File: config.mk
export PLATFORM = sky130hd
export DESIGN_NAME = my_pc16
export DESIGN_NICKNAME = d
export VERILOG_FILES = /design/src/rtl/my_pc16.sv
export SDC_FILE = /design/constraint.sdc
export NUM_CORES = 1
export LEC_CHECK = 0
export BUFFER_PORTS_ARGS = -buffer_cell sky130_fd_sc_hd__buf_2
export CAP_MARGIN = 20
export CORE_ASPECT_RATIO = 0.5
export CORE_MARGIN = 2
export CORE_UTILIZATION = 55
export CTS_CLUSTER_SIZE = 20
export DETAILED_ROUTE_END_ITERATION = 12
export PLACE_DENSITY = 0.82
export SYNTH_ARGS = -nofsm -noshare
export SYNTH_HDL_FRONTEND = slang
export SYNTH_HIERARCHICAL = 1
export SYNTH_SLANG_ARGS = --single-unit
File: constraint.sdc
create_clock -name clk -period 3.29 [get_ports clk]
set_input_delay 0.1645 -clock clk [delete_from_list [all_inputs] [get_ports clk]]
set_output_delay 0.1645 -clock clk [all_outputs]
set_load 0.01 [all_outputs]
File: src/rtl/my_pc16.sv
// Fetch-stage program counter with jump load, call/return stack and halt; a new pc appears one cycle after its control input is sampled.
// The pc advances only when pc_valid & pc_ready; otherwise it is held stable unless a control input redirects it.

module my_inc16 (
  input  logic [15:0] a,
  output logic [15:0] y
);
  assign y = a + 16'd1;
endmodule

module my_pc16 #(
  parameter int          DEPTH    = 4,
  parameter logic [15:0] RESET_PC = 16'h0000
) (
  input  logic                       clk,
  input  logic                       rst_n,
  output logic [15:0]                pc,
  output logic                       pc_valid,
  input  logic                       pc_ready,
  input  logic                       clr,
  input  logic                       load,
  input  logic                       call,
  input  logic                       ret,
  input  logic [15:0]                target,
  input  logic                       halt,
  output logic                       halted,
  output logic                       fault,
  output logic [$clog2(DEPTH):0]     depth
);

  localparam int AW = $clog2(DEPTH);
  localparam int DW = AW + 1;
  localparam logic [DW-1:0] FULL = DW'(DEPTH);

  typedef enum logic [1:0] {BOOT, RUN, HALTED} state_t;

  state_t        state, state_n;
  logic [15:0]   pc_n;
  logic [15:0]   pc_inc;
  logic [DW-1:0] depth_n;
  logic          fault_n;
  logic          push;
  logic          accept;
  logic [AW-1:0] rd_idx;
  logic [AW-1:0] wr_idx;
  logic [15:0]   stack [DEPTH];

  my_inc16 u_inc (.a(pc), .y(pc_inc));

  assign pc_valid = (state == RUN);
  assign halted   = (state == HALTED);
  assign accept   = pc_valid & pc_ready;
  assign rd_idx   = AW'(depth - DW'(1));
  assign wr_idx   = depth[AW-1:0];

  always_ff @(posedge clk or negedge rst_n) begin
    if (!rst_n) begin
      state <= BOOT;
      pc    <= RESET_PC;
      depth <= '0;
      fault <= 1'b0;
    end else begin
      state <= state_n;
      pc    <= pc_n;
      depth <= depth_n;
      fault <= fault_n;
    end
  end

  // Stack contents are unreachable once depth is zero, so they carry no reset.
  always_ff @(posedge clk) begin
    if (push) stack[wr_idx] <= pc_inc;
  end

  always_comb begin
    state_n = state;
    pc_n    = pc;
    depth_n = depth;
    fault_n = fault;
    push    = 1'b0;
    if (clr) begin
      state_n = BOOT;
      pc_n    = RESET_PC;
      depth_n = '0;
      fault_n = 1'b0;
    end else begin
      case (state)
        BOOT: state_n = RUN;
        RUN: begin
          if (halt) begin
            state_n = HALTED;
          end else if (ret) begin
            // ret outranks call, so a simultaneous call is dropped here
            if (depth == '0) begin
              fault_n = 1'b1;
              state_n = HALTED;
            end else begin
              pc_n    = stack[rd_idx];
              depth_n = depth - DW'(1);
            end
          end else if (call) begin
            if (depth == FULL) begin
              fault_n = 1'b1;
              state_n = HALTED;
            end else begin
              push    = 1'b1;
              depth_n = depth + DW'(1);
              pc_n    = target;
            end
          end else if (load) begin
            pc_n = target;
          end else if (accept) begin
            pc_n = pc_inc;
          end
        end
        HALTED: state_n = HALTED;
        default: state_n = BOOT;
      endcase
    end
  end

endmodule

==> Word-level counts from Yosys, hierarchy flattened <==
Memory sizes are Yosys's and may differ from the RTL's.
Index checks and enable logic that the tools add are counted.
W data, S select, Z words.
{ "op_classes": {"multipliers": 0, "div": 0, "bitwise_logic": 1, "shift": 0, "n_mux": 38, "eq_ne": 11, "magnitude_cmp": 0, "reduce_logical": 10, "n_addsub": 3} }
{ "ops": {"columns": ["cell", "count"], "rows": [
  ["$mux W16", 9],
  ["$mux W3", 7],
  ["$add A16 B1 Y16 const B", 1],
  ["$mux W1", 15],
  ["$reduce_and A5 Y1", 3],
  ["$mux W2", 6],
  ["$ne A5 B1 Y1 const B", 2],
  ["$ne A3 B3 Y1 const B", 2],
  ["$pmux W2 S3", 1],
  ["$reduce_bool A3 Y1", 2],
  ["$ne A5 B3 Y1 const B", 1],
  ["$reduce_bool A5 Y1", 1],
  ["$ne A4 B4 Y1 const B", 1],
  ["$add A3 B1 Y3 const B", 1],
  ["$eq A3 B3 Y1 const B", 1],
  ["$logic_not A3 Y1", 1],
  ["$ne A3 B2 Y1 const B", 1],
  ["$reduce_and A3 Y1", 1],
  ["$sub A3 B1 Y3 const B", 1],
  ["$eq A2 B1 Y1 const B", 1],
  ["$eq A2 B2 Y1 const B", 1],
  ["$logic_not A2 Y1", 1],
  ["$ne A2 B2 Y1 const B", 1],
  ["$reduce_bool A2 Y1", 1],
  ["$and A1 B1 Y1", 1]
]} }
{ "totals": {"regBits": 22, "mem_count": 1, "romBits": 0, "word_cells": 68, "input_bits": 24, "out_inout_bits": 22, "ram_bits": 64, "latchBits": 0} }
{ "memory_table": {"columns": ["name", "words", "word_bits", "rd", "rd_clocked_by_memory_dff", "wr", "line_no", "rtl"], "rows": [
  ["stack", 4, 16, 1, 0, 1, "46", "logic [15:0] stack [DEPTH];"]
]} }

==> Longest topological paths before layout <==
{ "depth": {"ltp_word": 9, "mapped_depth": 9, "ltp_nobuf": 7} }

==> By module <==
Netlist, hierarchy kept.
{ "by_module_without_submodules": {"columns": ["module", "area_per_inst_um2", "n_inst", "cells_each"], "rows": [
  ["my_pc16", 3870.0, 1, 240],
  ["my_inc16", 297.8, 1, 43]
]} }

==> Worst setup path before layout <==
No wires, ideal clock.
{ "synth_timing": {"path_kind": "register to register", "start": "reg depth[0]", "end": "mem stack[0][0], enable pin", "path_stages_with_launch": 8, "path_buffers": 2, "setup_time_ns": 0.374, "arrival_time_ns": 2.091, "required_ns": 2.916, "slack_ns": 0.825, "path_cell_list": "dfrtp_1 -> buf_2 -> buf_2 -> inv_1 -> ha_1 -> a21boi_1 -> and3_2 -> and2_1"} }
{ "synth_between": {"elab_chain_len": 9} }
{ "synth_lines": {"columns": ["element", "line_no", "rtl"], "rows": [
  ["from (decl)", "28", "output logic [$clog2(DEPTH):0] depth"],
  ["from (signal assigned)", "65", "depth <= depth_n;"],
  ["$eq A3 B3 Y1", "102", "if (depth == FULL) begin"],
  ["$mux W1", "102", null],
  ["$mux W1", "101", "end else if (call) begin"],
  ["$mux W1", "92", "end else if (ret) begin"],
  ["$mux W1", "90", "if (halt) begin"],
  ["$mux W1", "87", "case (state)"],
  ["$mux W1", "81", "if (clr) begin"],
  ["$mux W1", "72", "if (push) stack[wr_idx] <= pc_inc;"],
  ["$mux W1 (not written as such)", "72", null],
  ["to (decl)", "46", null]
]} }
Parallel ways exist; a longest one is shown, timed or not.

==> Final worst setup path <==
{ "layout_timing": {"start": "reg pc[0]", "end": "reg pc[14]"} }
{ "layout_between": {"elab_chain_len": 8} }
{ "layout_lines": {"columns": ["element", "line_no", "rtl"], "rows": [
  ["from (decl)", "17", "output logic [15:0] pc,"],
  ["from (signal assigned)", "64", "pc <= pc_n;"],
  ["$add A16 B1 Y16", "8", "assign y = a + 16'd1;"],
  ["net pc_inc[14]", "39", "logic [15:0] pc_inc;"],
  ["$mux W16", "112", "end else if (accept) begin"],
  ["$mux W16", "110", "end else if (load) begin"],
  ["$mux W16", "101", null],
  ["$mux W16", "92", null],
  ["$mux W16", "90", null],
  ["$mux W16", "87", null],
  ["$mux W16", "81", null]
]} }
The timed path passes the listed nets, and every way through them passes these cells. The select of a mux whose other input is x is not followed.
A chain may end at the register's enable or synchronous reset.

==> summary.md <==
| Metric | Value |
|---|---|
| Status | `finished, final reports clean` |
| Largest net degree at the start of global routing | `36` |
| Final Cycle Share | `0.750` |
| Post-synth top area cell | `edfxtp_1` |
| Max Slew Vio Count | `0` |
| Clock sink count | `86` |
| ANT nets after route | `0` |
| Worst-path clk slew | `60 ps` |
| Max Fclk | `0.405 GHz` |
| Main combinational cell family by area after synthesis | `multiplexers` |
| Max VDD drop | `276 uV` |
| Synth cell count leaders | `edfxtp_1, mux2i_1, dfrtp_1` |
| Slew @ Worst Pin | `845 ps` |
| Core area | `7320 um2` |
| Distinct cells, synth | `42` |
| Post-synth ARST share | `0.256` |
| Post-synthesis compound-gate area fraction | `0.0483` |
| IO Count | `46` |
| Routability cong. | `0.777` |
| Initial Util | `0.569` |
| Sw frac | `0.258` |
| Hold Crit Class | `primary input to flop` |
| Post-synth net total | `316` |
| Max incr delay on CP | `510 ps` |
| Total Nets Final | `365` |
| CP required | `3560 ps` |
| Vias in the first global route | `2794` |
| Crit start category | `flop` |
| Reg2reg end | `pc[14]` |
| Final setup viols | `0` |
| Post-synth top area share | `0.461` |
| WS Path Type | `flop to flop` |
| Overall routing resource usage | `0.236` |
| Netlist Area Pre-Place | `4170 um2` |
| Root Driver | `clkbuf_16` |
| Final hold vios | `0` |
| Power Internal | `2.12 mW` |
| Die W | `127 um` |
| Placement-stage cell area | `4450 um2` |
| Antenna violations before repair | `0` |
| Synth-to-Final Area Change | `14.4%` |
| Setup crit start | `pc[0]` |
| # port buffers | `45` |
| FF+latch count, synth | `86` |
| Syn Inst Count | `283` |
| Multi-input gate area | `1570 um2` |
| Number of synthesized flops with an enable pin | `64` |
| Synth top area cells | `edfxtp_1, dfrtp_1, mux2i_1, mux2_2, mux2_4` |
| CP endpoint kind | `flop` |
| Iter 0 DRT Violations | `203` |
| CP arrival | `2740 ps` |
| Fill count | `514` |
| CTS H-Tree Depth | `3` |
| Register area share after synthesis | `0.593` |
| Setup_tns | `0 ps` |
| Switch Pwr | `736 uW` |
| Adder-Cell Fraction of Synth Area | `0.0270` |
| Sequential share of power | `0.469` |
| Vias/cell | `6.01` |
| Syn. warnings | `6` |
| Register area | `2470 um2` |
| FF-to-FF path depth | `7` |
| Worst r2r src | `pc[0]` |
| Crit Path Max Fanout | `7` |
| FP Rows | `22` |
| CP endpoint | `pc[14]` |
| Max clock buf depth | `2` |
| Fin util | `0.651` |
| CTS Hold Bufs | `1` |
| Post-DP HPWL | `5690 um` |
| Simple-gate share of the synthesized area | `0.0889` |
| Most frequent cell after synthesis | `edfxtp_1` |
| TritonCTS Buffers | `9` |
| Post-route cell area | `4770 um2` |
| Rel. slew slack | `0.435` |
| Drt wl/cell | `21.4 um` |
| # Max-Cap Violations | `0` |
| Die area | `8330 um2` |
| Comb power frac | `0.165` |
| Pwr/cell area | `599 nW/um2` |
| Post-CTS sizing | `0` |
| Post-CTS setup buffers | `0` |
| First-pass GRT wire length | `14700 um` |
| Pre-Repair DR Iteration Count | `4` |
| Mapped Avg Cell Area | `14.7 um2` |
| Ys flop type | `edfxtp_1` |
| Final setup skew | `5.21 ps` |
| Worst-Skew Late Latency | `330 ps` |
| R2R setup slack | `820 ps` |
| Chip height | `65.6 um` |
| RSZ-0062 raised after global routing | `no` |
| Final min period | `2470 ps` |
| Clk pwr share | `0.367` |
| CP cell instances | `ha_1 > nand4_1 > nor4_2 > xor2_1 > mux2i_1 > o221ai_1 > mux2_2` |
| Multiplexer area fraction after synthesis | `0.180` |
| DR DRC count | `0` |
| XOR/XNOR share of the synthesized area | `0.0336` |
| Vias | `2598` |
| ANT cells | `0` |
| WL final | `9230 um` |
| TritonCTS clock tree | `built` |
| Share of layout cells above drive strength 1 | `0.313` |
| Grt ovf | `0` |
| Leakage | `1.85 nW` |
| Worst path slowest cell | `dfrtp_1` |
[flip-flops by register name, summed over array words and instances (netlist names)]
| name | flops |
|---|---|
| depth | 3 |
| fault | 1 |
| pc | 16 |
| stack | 64 |
| state | 2 |
[cell families after synthesis]
| group | Yosys count |
|---|---|
| flops | 86 |
| mux | 67 |
| simple gates | 62 |
| compound gates | 23 |
| buf+inv | 20 |
| xor+xnor | 16 |
| fa+ha+maj | 9 |
[worst max-delay path, delay by kind of cell (launching register included)]
kind                       cells  cell delay [ps]
and+or+nand+nor                2              720
DFF                            1              510
xor gates and xnor gates       1              400
muxes                          2              330
adders and majority gates      1              260
AOI/OAI and AO/OA              1              190
[per-stage QoR]
step / total power [mW] / instances / setup slack (ps) / hold WS, ps
global route: 2.96 / 432 / 758 / 174
finish: 2.86 / 432 / 821 / 152
CTS: 2.86 / 432 / 854 / 146
global placement: 1.80 / 416 / 975 / 189
floorplan: 1.67 / 283 / 825 / -131
detailed placement: 1.83 / 416 / 922 / 201
[power groups by stage]
| stage | logic [mW] | clock network, mW | registers, mW |
|---|---|---|---|
| after global placement | 0.442 | 0 | 1.35 |
| after detailed placement | 0.466 | 0 | 1.36 |
| after floorplan | 0.309 | 0 | 1.36 |
| after global routing | 0.511 | 1.10 | 1.35 |
| after CTS | 0.471 | 1.05 | 1.34 |
| final | 0.470 | 1.05 | 1.34 |
[layout by cell type (no fill, tap or decap), drive strengths merged, types with 2 or more instances in the layout]
master / n
dfrtp: 22
nand3: 6
mux2: 32
edfxtp: 64
nand3b: 2
ha: 9
buf: 49
nand4: 4
and2: 4
clkbuf: 10
bufinv: 2
mux2i: 35
nand2: 21
inv: 8
xnor2: 6
o221ai: 16
nor2: 10
nor4: 5
xor2: 10
clkinv: 2
nor3: 4
a21oi: 2
[layer usage]
layer	global-route usage	share of wire	vias up
li1	-	-	1167
met1	0.313	0.45	1314
met2	0.392	0.47	108
met3	0.0554	0.069	9
met4	0.0728	0.0094	0
met5	0	0	-
[layout make-up]
class                   instances  area share
repair buffers                 50      0.0557
flip-flops and latches         86       0.519
inverters                       8     0.00630
well taps                      96      0.0252
multi-input cells             177       0.330
clock buffers                  10      0.0480
clock inverters                 5      0.0160
[worst min path at each step]
stage	from	to	slack, ps	depth (start not counted)
after floorplan	rst_n	depth[0]	-130	0
after global placement	rst_n	depth[2]	190	1
after detailed placement	rst_n	depth[2]	200	1
after CTS	clr	depth[0]	150	2
after global routing	clr	depth[1]	170	2
final	clr	depth[2]	150	2
(Power assumes the default switching activity.)
